**src/rtl/mmc_sm_insertion_scheduler_if.sv**
```systemverilog
// rtl/mmc_sm_insertion_scheduler_if.sv - request/result bundle between modulator, sorter and gate drivers
//
// Signals:
//   start  request a new selection
//   v_in   packed capacitor voltages, submodule k at [k*VW +: VW]
//   n_on   number of submodules to insert
//   i_pos  1 = charging current (insert lowest), 0 = discharging (insert highest)
//   busy   selection in progress
//   done   one-cycle pulse, gate/err valid in the same cycle
//   gate   insertion mask, bit k inserts submodule k
//   err    request rejected (over-range n_on)
// Modports: master = requester side, slave = scheduler side.

interface mmc_sm_insertion_scheduler_if #(
    parameter int N  = 5,
    parameter int VW = 12,
    parameter int CW = $clog2(N + 1)
);
    logic              start;
    logic [N*VW-1:0]   v_in;
    logic [CW-1:0]     n_on;
    logic              i_pos;
    logic              busy;
    logic              done;
    logic [N-1:0]      gate;
    logic              err;

    modport master (
        output start, v_in, n_on, i_pos,
        input  busy, done, gate, err
    );

    modport slave (
        input  start, v_in, n_on, i_pos,
        output busy, done, gate, err
    );
endinterface

```
**src/rtl/mmc_sm_insertion_scheduler.sv**
```systemverilog
// rtl/mmc_sm_insertion_scheduler.sv - sequential capacitor-voltage-sorting insertion scheduler for one MMC arm
//
// Ports:
//   clk    system clock, rising edge
//   rst_n  asynchronous active-low reset
//   bus    mmc_sm_insertion_scheduler_if.slave (start, v_in, n_on, i_pos in; busy, done, gate, err out)
// Parameters: N submodules, VW voltage width, CW insertion-count width.
// Option macro MMC_SORT_NCLAMP_EN: clamp n_on > N to N instead of rejecting the request with err.
//
// Each pass walks k = 0..N-1 once, tracking the best unselected submodule, and
// marks it selected at the end of the pass; n_on passes give n_on*N + 1 cycles
// from the accepting edge to done.

module mmc_sm_insertion_scheduler #(
    parameter int N  = 5,
    parameter int VW = 12,
    parameter int CW = $clog2(N + 1)
) (
    input  logic                         clk,
    input  logic                         rst_n,
    mmc_sm_insertion_scheduler_if.slave  bus
);
    localparam int KW = (N > 1) ? $clog2(N) : 1;

    typedef enum logic [1:0] {IDLE, SCAN, COMMIT} state_t;

    state_t            state, state_next;

    logic [N*VW-1:0]   v_lat;
    logic [CW-1:0]     n_lat;
    logic              pos_lat;
    logic [N-1:0]      mask;
    logic [CW-1:0]     cnt;
    logic [KW-1:0]     k;
    logic [KW-1:0]     best_idx;
    logic [VW-1:0]     best_val;
    logic              best_valid;
    logic [N-1:0]      gate_r;
    logic              done_r;
    logic              err_r;
`ifndef MMC_SORT_NCLAMP_EN
    logic              over_lat;
`endif

    logic              accept;
    logic              pass_end;
    logic              go_scan;
    logic [VW-1:0]     cur_v;
    logic              better;
    logic [KW-1:0]     sel_idx;
    logic [CW-1:0]     n_eff;

    // Request admission: a zero request always skips the scan; an over-range
    // request is either clamped or sent straight to COMMIT as an error.
    always_comb begin
        n_eff = bus.n_on;
`ifdef MMC_SORT_NCLAMP_EN
        if (bus.n_on > CW'(N))
            n_eff = CW'(N);
        go_scan = (bus.n_on != '0);
`else
        go_scan = (bus.n_on != '0) && (bus.n_on <= CW'(N));
`endif
    end

    // Candidate evaluation for the current index; strict compare keeps the
    // lowest index on ties.
    always_comb begin
        cur_v  = v_lat[int'(k)*VW +: VW];
        better = 1'b0;
        if (!mask[k]) begin
            if (!best_valid)
                better = 1'b1;
            else if (pos_lat)
                better = (cur_v < best_val);
            else
                better = (cur_v > best_val);
        end
        sel_idx = better ? k : best_idx;
    end

    always_ff @(posedge clk or negedge rst_n) begin
        if (!rst_n)
            state <= IDLE;
        else
            state <= state_next;
    end

    always_comb begin
        state_next = state;
        accept     = 1'b0;
        pass_end   = 1'b0;
        case (state)
            IDLE: begin
                if (bus.start) begin
                    accept     = 1'b1;
                    state_next = go_scan ? SCAN : COMMIT;
                end
            end
            SCAN: begin
                if (k == KW'(N - 1)) begin
                    pass_end = 1'b1;
                    if (cnt + CW'(1) == n_lat)
                        state_next = COMMIT;
                end
            end
            COMMIT: begin
                state_next = IDLE;
            end
            default: begin
                state_next = IDLE;
            end
        endcase
    end

    always_ff @(posedge clk or negedge rst_n) begin
        if (!rst_n) begin
            v_lat      <= '0;
            n_lat      <= '0;
            pos_lat    <= 1'b0;
            mask       <= '0;
            cnt        <= '0;
            k          <= '0;
            best_idx   <= '0;
            best_val   <= '0;
            best_valid <= 1'b0;
            gate_r     <= '0;
            done_r     <= 1'b0;
            err_r      <= 1'b0;
`ifndef MMC_SORT_NCLAMP_EN
            over_lat   <= 1'b0;
`endif
        end else begin
            done_r <= 1'b0;
            if (accept) begin
                v_lat      <= bus.v_in;
                n_lat      <= n_eff;
                pos_lat    <= bus.i_pos;
                mask       <= '0;
                cnt        <= '0;
                k          <= '0;
                best_valid <= 1'b0;
                err_r      <= 1'b0;
`ifndef MMC_SORT_NCLAMP_EN
                over_lat   <= (bus.n_on > CW'(N));
`endif
            end
            if (state == SCAN) begin
                if (pass_end) begin
                    mask[sel_idx] <= 1'b1;
                    cnt           <= cnt + CW'(1);
                    k             <= '0;
                    best_valid    <= 1'b0;
                end else begin
                    k <= k + KW'(1);
                    if (better) begin
                        best_idx   <= k;
                        best_val   <= cur_v;
                        best_valid <= 1'b1;
                    end
                end
            end
            if (state == COMMIT) begin
                done_r <= 1'b1;
`ifdef MMC_SORT_NCLAMP_EN
                gate_r <= mask;
`else
                // A rejected request leaves the previous gate pattern in place.
                if (over_lat)
                    err_r <= 1'b1;
                else
                    gate_r <= mask;
`endif
            end
        end
    end

    assign bus.busy = (state != IDLE);
    assign bus.done = done_r;
    assign bus.gate = gate_r;
    assign bus.err  = err_r;

endmodule

```
**src/flat_wrapper.sv**
```systemverilog
// flat-port wrapper written by rule: the top's interface ports become plain ports
module mmc_sm_insertion_scheduler_flat 
#(
    parameter int N  = 5,
    parameter int VW = 12,
    parameter int CW = $clog2(N + 1)
)
  (clk, rst_n, bus_start, bus_v_in, bus_n_on, bus_i_pos, bus_busy, bus_done, bus_gate, bus_err);
  mmc_sm_insertion_scheduler_if #(.N(N), .VW(VW), .CW(CW)) bus_i ();
  input  logic clk;
  input  logic rst_n;
  input wire logic [$bits(bus_i.start)-1:0] bus_start;
  input wire logic [$bits(bus_i.v_in)-1:0] bus_v_in;
  input wire logic [$bits(bus_i.n_on)-1:0] bus_n_on;
  input wire logic [$bits(bus_i.i_pos)-1:0] bus_i_pos;
  output wire logic [$bits(bus_i.busy)-1:0] bus_busy;
  output wire logic [$bits(bus_i.done)-1:0] bus_done;
  output wire logic [$bits(bus_i.gate)-1:0] bus_gate;
  output wire logic [$bits(bus_i.err)-1:0] bus_err;
  assign bus_i.start = bus_start;
  assign bus_i.v_in = bus_v_in;
  assign bus_i.n_on = bus_n_on;
  assign bus_i.i_pos = bus_i_pos;
  assign bus_busy = bus_i.busy;
  assign bus_done = bus_i.done;
  assign bus_gate = bus_i.gate;
  assign bus_err = bus_i.err;
  mmc_sm_insertion_scheduler #(.N(N), .VW(VW), .CW(CW)) u_core (.clk(clk), .rst_n(rst_n), .bus(bus_i));
endmodule
```
**config.mk**
```make
export PLATFORM = sky130hd
export DESIGN_NAME = mmc_sm_insertion_scheduler_flat
export DESIGN_NICKNAME = d
export VERILOG_FILES = /design/src/rtl/mmc_sm_insertion_scheduler_if.sv /design/src/rtl/mmc_sm_insertion_scheduler.sv /design/src/flat_wrapper.sv
export SDC_FILE = /design/constraint.sdc
export NUM_CORES = 1
export LEC_CHECK = 0
export ABC_AREA = 1
export CAP_MARGIN = 0
export CORE_ASPECT_RATIO = 0.9
export CORE_MARGIN = 1
export CORE_UTILIZATION = 54
export DETAILED_ROUTE_END_ITERATION = 8
export DONT_BUFFER_PORTS = 1
export GPL_TIMING_DRIVEN = 0
export MAX_ROUTING_LAYER = met4
export PLACE_DENSITY = 0.67
export SLEW_MARGIN = 20
export SYNTH_ARGS = -nofsm -noshare
export SYNTH_HDL_FRONTEND = slang
export SYNTH_SLANG_ARGS = --single-unit
```
**constraint.sdc**
```tcl
create_clock -name clk -period 3.1 [get_ports clk]
set_clock_uncertainty 0.1 [all_clocks]
set_input_delay 0.93 -clock clk [delete_from_list [all_inputs] [get_ports clk]]
set_output_delay 0.93 -clock clk [all_outputs]
set_load 0.05 [all_outputs]
```
* After elaboration in Yosys (flattened, before gate mapping)
Cells that the tools add are included.
** Word-level totals
- Bits in registers :: 101
- Input port bits :: 67
** Cells by class
- Add/subtract/negate cells :: 2
- Multipliers :: 1
- Magnitude comparators :: 7
- Equal/unequal tests :: 7
- Shifts and indexed selects :: 1
- Mux-type cells :: 34
- Bitwise operators :: 3
- Reduce and logical (&&, ||, !) cells :: 10
** Operators with widths (count)
- $shiftx 60x32->12 :: 1
- $mux 3 :: 7
- $mux 1 :: 17
- $mux 5 :: 3
- $gt 12x12->1 :: 1
- $lt 12x12->1 :: 1
- $lt 3x4->1 const B :: 2
- $mux 2 :: 4
- $add 3x1->3 const B :: 2
- $reduce_and 3->1 :: 2
- $mul 3x2->5 const B :: 1
- $or 5x5->5 :: 1
- $ne 2x1->1 const B :: 2
- $pmux 2 s2 :: 1
- $reduce_and 2->1 :: 2
- $reduce_bool 2->1 :: 2
- $bmux 1 s3 :: 1
- $demux 1 s3 :: 1
- $eq 3x3->1 :: 1
- $eq 3x3->1 const B :: 1
- $ge 3x1->1 const B :: 1
- $gt 3x3->1 const B :: 1
- $le 3x3->1 const B :: 1
- $reduce_bool 3->1 :: 1
- other kinds (6) :: 8

* Depth between registers and ports, before layout
Gate-level depths: netlist (run 1).
- Depth after elaboration :: 14
- Depth in mapped cells :: 24

* Least setup slack after synthesis (run 1)
Ideal clock, no wire load.
- Path kind :: register to register
- Start :: reg u_core.k[0]
- End :: reg u_core.mask[3]
- Arrival time :: 2409 ps
- Setup slack :: 474 ps
- Cell stages (with the launch flop) :: 23
- Buffers on the path :: 2
- Cells stage by stage :: dfrtp_1 buf_2 buf_2 a21oi_1 o21ai_0 nand3_1 o21ai_0 ha_1 nand2_1 inv_1 nand2_1 nor2_2 nand2_1 nand2_1 inv_1 nand2_1 nand3_2 nand2_4 nand2_1 o21ai_1 nor2_1 nand2_1 nand2_1
** Between the ends
- Longest elaborated chain between the ends :: 14
** Ends and longest elaborated chain
- from (decl) :: RTL line mmc_sm_insertion_scheduler.sv:34 : logic [KW-1:0] k;
- from (signal assigned) :: RTL line mmc_sm_insertion_scheduler.sv:155 : k <= k + KW'(1);
- $mul 3x2->5 (*) :: RTL line mmc_sm_insertion_scheduler.sv:69 : cur_v = v_lat[int'(k)*VW +: VW];
- $shiftx 60x32->12 (*) :: RTL line mmc_sm_insertion_scheduler.sv:69
- named net u_core.cur_v[9] :: RTL line mmc_sm_insertion_scheduler.sv:48 : logic [VW-1:0] cur_v;
- $gt 12x12->1 / $lt 12x12->1 (equally long branches) :: RTL line mmc_sm_insertion_scheduler.sv:77, mmc_sm_insertion_scheduler.sv:75
- $mux 1 (*) :: RTL line mmc_sm_insertion_scheduler.sv:74 : else if (pos_lat)
- $mux 1 (*) :: RTL line mmc_sm_insertion_scheduler.sv:72 : if (!best_valid)
- $mux 1 (*) :: RTL line mmc_sm_insertion_scheduler.sv:71 : if (!mask[k]) begin
- $mux 3 (*) :: RTL line mmc_sm_insertion_scheduler.sv:79 : sel_idx = better ? k : best_idx;
- $lt 3x4->1 (not written as such) / $ge 3x1->1 (equally long branches) :: RTL line mmc_sm_insertion_scheduler.sv:150 : mask[sel_idx] <= 1'b1;
- $logic_and 1x1->1 (not written as such) :: RTL line mmc_sm_insertion_scheduler.sv:150
- $mux 1 (not written as such) :: RTL line mmc_sm_insertion_scheduler.sv:150
- $demux 1 s3 (*)
- $or 5x5->5 (no source line) (*)
- $mux 5 (*) :: RTL line mmc_sm_insertion_scheduler.sv:149 : if (pass_end) begin
- $mux 5 (*) :: RTL line mmc_sm_insertion_scheduler.sv:148 : if (state == SCAN) begin
- to (signal assigned) :: RTL line mmc_sm_insertion_scheduler.sv:121 : mask <= '0;
- to (signal assigned) :: RTL line mmc_sm_insertion_scheduler.sv:139 : mask <= '0;
- to (signal, indexed assignment) :: RTL line mmc_sm_insertion_scheduler.sv:150
- to (decl) :: RTL line mmc_sm_insertion_scheduler.sv:32 : logic [N-1:0] mask;
Mark *: on every way through the listed nets, which the timed path passes. The rest lies on a longest branch. The select of a mux whose other input is x is not followed.
A chain may end at the register's enable or synchronous reset.

* Final worst setup path (run 1)
- Start :: reg u_core.k[0]
- End :: reg u_core.best_val[8]
** Between the ends
- Longest elaborated chain between the ends :: 7
** Ends and longest elaborated chain
- $mul 3x2->5 (*) :: RTL line mmc_sm_insertion_scheduler.sv:69
- $shiftx 60x32->12 (*) :: RTL line mmc_sm_insertion_scheduler.sv:69
- named net u_core.cur_v[6] :: RTL line mmc_sm_insertion_scheduler.sv:48
- $gt 12x12->1 / $lt 12x12->1 (equally long branches) :: RTL line mmc_sm_insertion_scheduler.sv:77, mmc_sm_insertion_scheduler.sv:75
- $mux 1 (*) :: RTL line mmc_sm_insertion_scheduler.sv:74
- $mux 1 (*) :: RTL line mmc_sm_insertion_scheduler.sv:72
- $mux 1 (*) :: RTL line mmc_sm_insertion_scheduler.sv:71
- $reduce_and 3->1 (no source line) (*)
- to (signal assigned) :: RTL line mmc_sm_insertion_scheduler.sv:158 : best_val <= cur_v;
- to (decl) :: RTL line mmc_sm_insertion_scheduler.sv:36 : logic [VW-1:0] best_val;
Marked as above.

==> summary.txt, run 1 <==
Global route
  • GRT busiest layer: met2
  • First-pass GRT wire length: around 19000 um
  • Gr usage total: 27.2%
  • Initial antenna violation count: 0
  • Largest net degree at the start of global routing: 102
  • M3 GR Usage: ~6.3%
  • Met1 usage: 37.7%
  • Grt total ovfl: 0
  • Met2 Track Usage GR: 40.3%
  • Vias in the first global route: 3731

Synthesis
  • Post-Syn Nets: 694
  • Post-Syn Area: 0.00488 mm^2
  • Top cells by count, synth: 244 x nand2_1, 101 x dfrtp_1, 61 x inv_1, 60 x o21ai_0, 28 x nand3_1
  • Area leader, netlist: dfrtp_1
  • Seq/Total Area, Yosys: 51.8%
  • Yosys Warn Count: 0
  • Post-Synthesis Cells: between 600 and 700
  • Synth top area share: 51.8%
  • Post-synth EDFFs: 0
  • Synth unique cells: 29
  • Top post-synthesis cells by area: dfrtp_1 52%, nand2_1 19%, o21ai_0 6.2%, inv_1 4.7%, ha_1 3.8%
  • Mean Syn Cell Area: 7.97 um^2
  • Async S/R FF share, synth: 100%
  • Most common cell in the netlist: nand2_1
  • Yosys reg bits: 101
  • Top_reg_cell synth: dfrtp_1

STA
  • Slew headroom: between 60% and 70%
  • Final Hold Fails: 0
  • Setup WS post-layout: about 0.049 ns
  • Final Setup Violations: 0
  • Period minus WS final: a little over 3 ns
  • Final period utilization: 98.4%
  • Worst Max-Slew Pin Slew: 0.558 ns
  • F_max: around 0.33 GHz
  • Slew Limit Fails: 0
  • WHS: between 0.1 and 0.15 ns

Floorplanning
  • Initial core utilization: between 50% and 60%
  • Std cell rows: 32
  • Top-level I/O count: 75
  • Die extent in x: 102 um
  • Die area: around 0.0094 mm^2
  • Total core area: 0.00865 mm^2
  • Die Y: 92.2 um

Detailed routing
  • WL/cell: 15.8 um
  • Drt initial violations: 202
  • First-pass DRT Iterations: 4
  • Routed wire length: 11900 um
  • Routed Antenna Nets: 0
  • DR DRC count: 0
  • Vias per cell: between 5 and 6
  • Total number of vias: 3978

Power and ir drop
  • Max rail drop VDD: 0.478 mV
  • Clock power frac: 12.2%
  • P per Cell Area: 1240 mW/mm^2
  • Int Pwr: 3.60 mW
  • Power share of the sequential group: 33.8%
  • Combinational power share: 54.0%
  • Leakage: 2.82 nW
  • Switching power: 3.19 mW
  • Switching share of total power: 47.0%
  • Power, Total: 6.79 mW

Worst setup path
  • Critical path class: flip-flop to flip-flop
  • Crit path capture type: flip-flop
  • WP buf/inv: 4
  • Crit path required time: 3.30 ns
  • Worst setup SP type: flip-flop
  • CP dominant cell by count: nand2_1
  • Worst Path Arrival: ~3.3 ns
  • Gate family responsible for the most delay along the worst path: simple AND/OR/NAND/NOR gates
  • Crit path max fanout: 10
  • Crit path largest cell delay: approximately 0.47 ns
  • Critical Path Slowest Stage Cell: dfrtp_2
  • Crit path cell chain: buf_6, buf_6, a21oi_2, o21ai_0, nand3_1, o21ai_2, ha_1, nand2_1, inv_1, nand2_1, nand2_1, nand2_1, nand4_1, nand3_4, nand2_8, nor2_8, clkbuf_16, nand2_1, o21ai_1
  • R2R setup slack: 0.05 ns

Place
  • Post-DP HPWL: 8440 um
  • Placed cells: between 700 and 800
  • Port bufs: 0
  • GP Congestion: 0.881
  • Setup WS pre-CTS: -0.198 ns

CTS
  • Max clock buf depth: 2
  • CTS tree: yes
  • Clk sinks: 101
  • Worst-path clk slew: 0.11 ns
  • Root buffer cell: clkbuf_8
  • Worst-Skew Late Latency: 0.38 ns
  • CTS Hold Bufs: 0
  • CTS HTree Levels: 3
  • CTS Buf Count: 9

Layout
  • Antenna diode count: 0
  • Final core area utilization: 63.4%
  • Layout Cells excl Fill: 752
  • Area growth, synth to finish: 12.5%
  • Layout filler cell count: between 700 and 800
  • Share of cells above drive strength 1: 13.4%
  • Nets: 710

Run status
  • Status: finished clean

Run
  • # Max-Cap Violations: 0

Hold path
  • Hold Path Class: input port to async pin
path summary, 6_finish.rpt:
check | startpoint | to | cells after the start
max in group asynchronous | rst_n | u_core.best_val[3] | 0
min reg2reg | u_core.v_lat[0] | u_core.v_lat[0] | 2
max | u_core.k[0] | u_core.best_val[8] | 19
min | rst_n | u_core.bus.done | 0
min in group clk | u_core.v_lat[0] | u_core.v_lat[0] | 2
max reg2reg | u_core.k[0] | u_core.best_val[8] | 19
cell families (layout without fill, tap and decap cells):
group | count (synthesis) | in the layout | synth area share (%)
and+or+nand+nor | 299 | 299 | 24.9
buffers and inverters | 90 | 111 | 7.47
muxes | 3 | 3 | 0.693
DFF | 101 | 101 | 51.8
AOI/OAI and AO/OA | 99 | 99 | 10.4
adders and majority gates | 15 | 15 | 3.85
xor gates and xnor gates | 5 | 5 | 0.898
worst register-to-register path: stages, from the launching register on:
cell	delay, ns
dfrtp_2	0.47
buf_6	0.17
buf_6	0.15
a21oi_2	0.13
o21ai_0	0.10
nand3_1	0.16
o21ai_2	0.09
ha_1	0.31
nand2_1	0.07
inv_1	0.03
nand2_1	0.05
nand2_1	0.06
nand2_1	0.10
nand4_1	0.19
nand3_4	0.18
nand2_8	0.10
nor2_8	0.21
clkbuf_16	0.19
nand2_1	0.04
o21ai_1	0.07
through the flow:
step           instance area, um^2  setup TNS (ns)
2_1_floorplan                 4880               0
3_3_place_gp                  5030           -1.96
3_5_place_dp                  5030           -3.35
4_1_cts                       5240               0
5_1_grt                       5490          -0.845
6_report                      5490               0
cell usage in the layout, fill, tap and decap left out, drive strengths merged:
cell,synthesis,layout
nand2,247,247
dfrtp,101,101
o21ai,75,75
inv,66,69
nand3,29,29
clkbuf,12,21
nor2,20,20
a21oi,19,19
buf,12,18
ha,15,15
xor2,3,3
mux2,3,3
clkinv,0,3
nand4,2,2
xnor2,2,2
a31oi,1,1
a31o,1,1
o22ai,1,1
o41ai,1,1
o211ai,1,1
and3,1,1
what timing repair did:
action | 4_1_cts | 5_1_grt
setup endpoints to repair | 21 | 21
buffers inserted | 0 | 4
gates resized for setup | 7 | 66
pin swaps | 2 | 12
gates cloned | 0 | 2
power groups by stage:
| stage | logic [mW] | registers [mW] | clock network [mW] |
|---|---|---|---|
| final | 3.66 | 2.29 | 0.830 |
| after global routing | 4.13 | 2.35 | 0.889 |
| after CTS | 3.10 | 2.27 | 0.842 |
| after detailed placement | 3.01 | 2.30 | 0 |
| after global placement | 2.92 | 2.28 | 0 |
| after floorplan | 2.30 | 2.20 | 0 |
registers in the layout, indices dropped and copies added, names as in the netlist, 2 cells and up:
name / count
u_core.bus.gate: 5
u_core.cnt: 3
u_core.best_val: 12
u_core.state: 2
u_core.mask: 5
u_core.best_idx: 3
u_core.n_lat: 3
u_core.k: 3
u_core.v_lat: 60
layout make-up:
type / instances / area [um^2] / share of cell area [%]
inverter: 66 / 253 / 4.61
clock buffer: 10 / 138 / 2.51
multi-input combinational: 421 / 2130 / 38.9
buffer: 23 / 151 / 2.76
timing repair buffer: 6 / 80.1 / 1.46
clock inverter: 6 / 51.3 / 0.935
sequential: 101 / 2530 / 46.1
tap: 119 / 149 / 2.71
per-layer routing:
metal  up-vias  routed length (um)
met5         -                   0
met4         0                 215
met3        21                 635
met2       120                5530
met1      1882                5520
li1       1955                   -
Power figures use the tool's default switching activity.
==> run 2, diff against run 1 <==
--- a/config.mk
+++ b/config.mk
@@ -10,6 +10,7 @@
 export CORE_ASPECT_RATIO = 0.9
 export CORE_MARGIN = 1
 export CORE_UTILIZATION = 54
+export CTS_CLUSTER_SIZE = 12
 export DETAILED_ROUTE_END_ITERATION = 8
 export DONT_BUFFER_PORTS = 1
 export GPL_TIMING_DRIVEN = 0
==> results of run 2 <==
Final layout, timing and power as in run 1 (identical DEF).
==> run 3, diff against run 2 <==
--- a/config.mk
+++ b/config.mk
@@ -10,6 +10,7 @@
 export CORE_ASPECT_RATIO = 0.9
 export CORE_MARGIN = 1
 export CORE_UTILIZATION = 54
+export CTS_CLUSTER_DIAMETER = 60
 export CTS_CLUSTER_SIZE = 12
 export DETAILED_ROUTE_END_ITERATION = 8
 export DONT_BUFFER_PORTS = 1
==> results of run 3 <==
Final layout, timing and power as in run 1 (identical DEF).
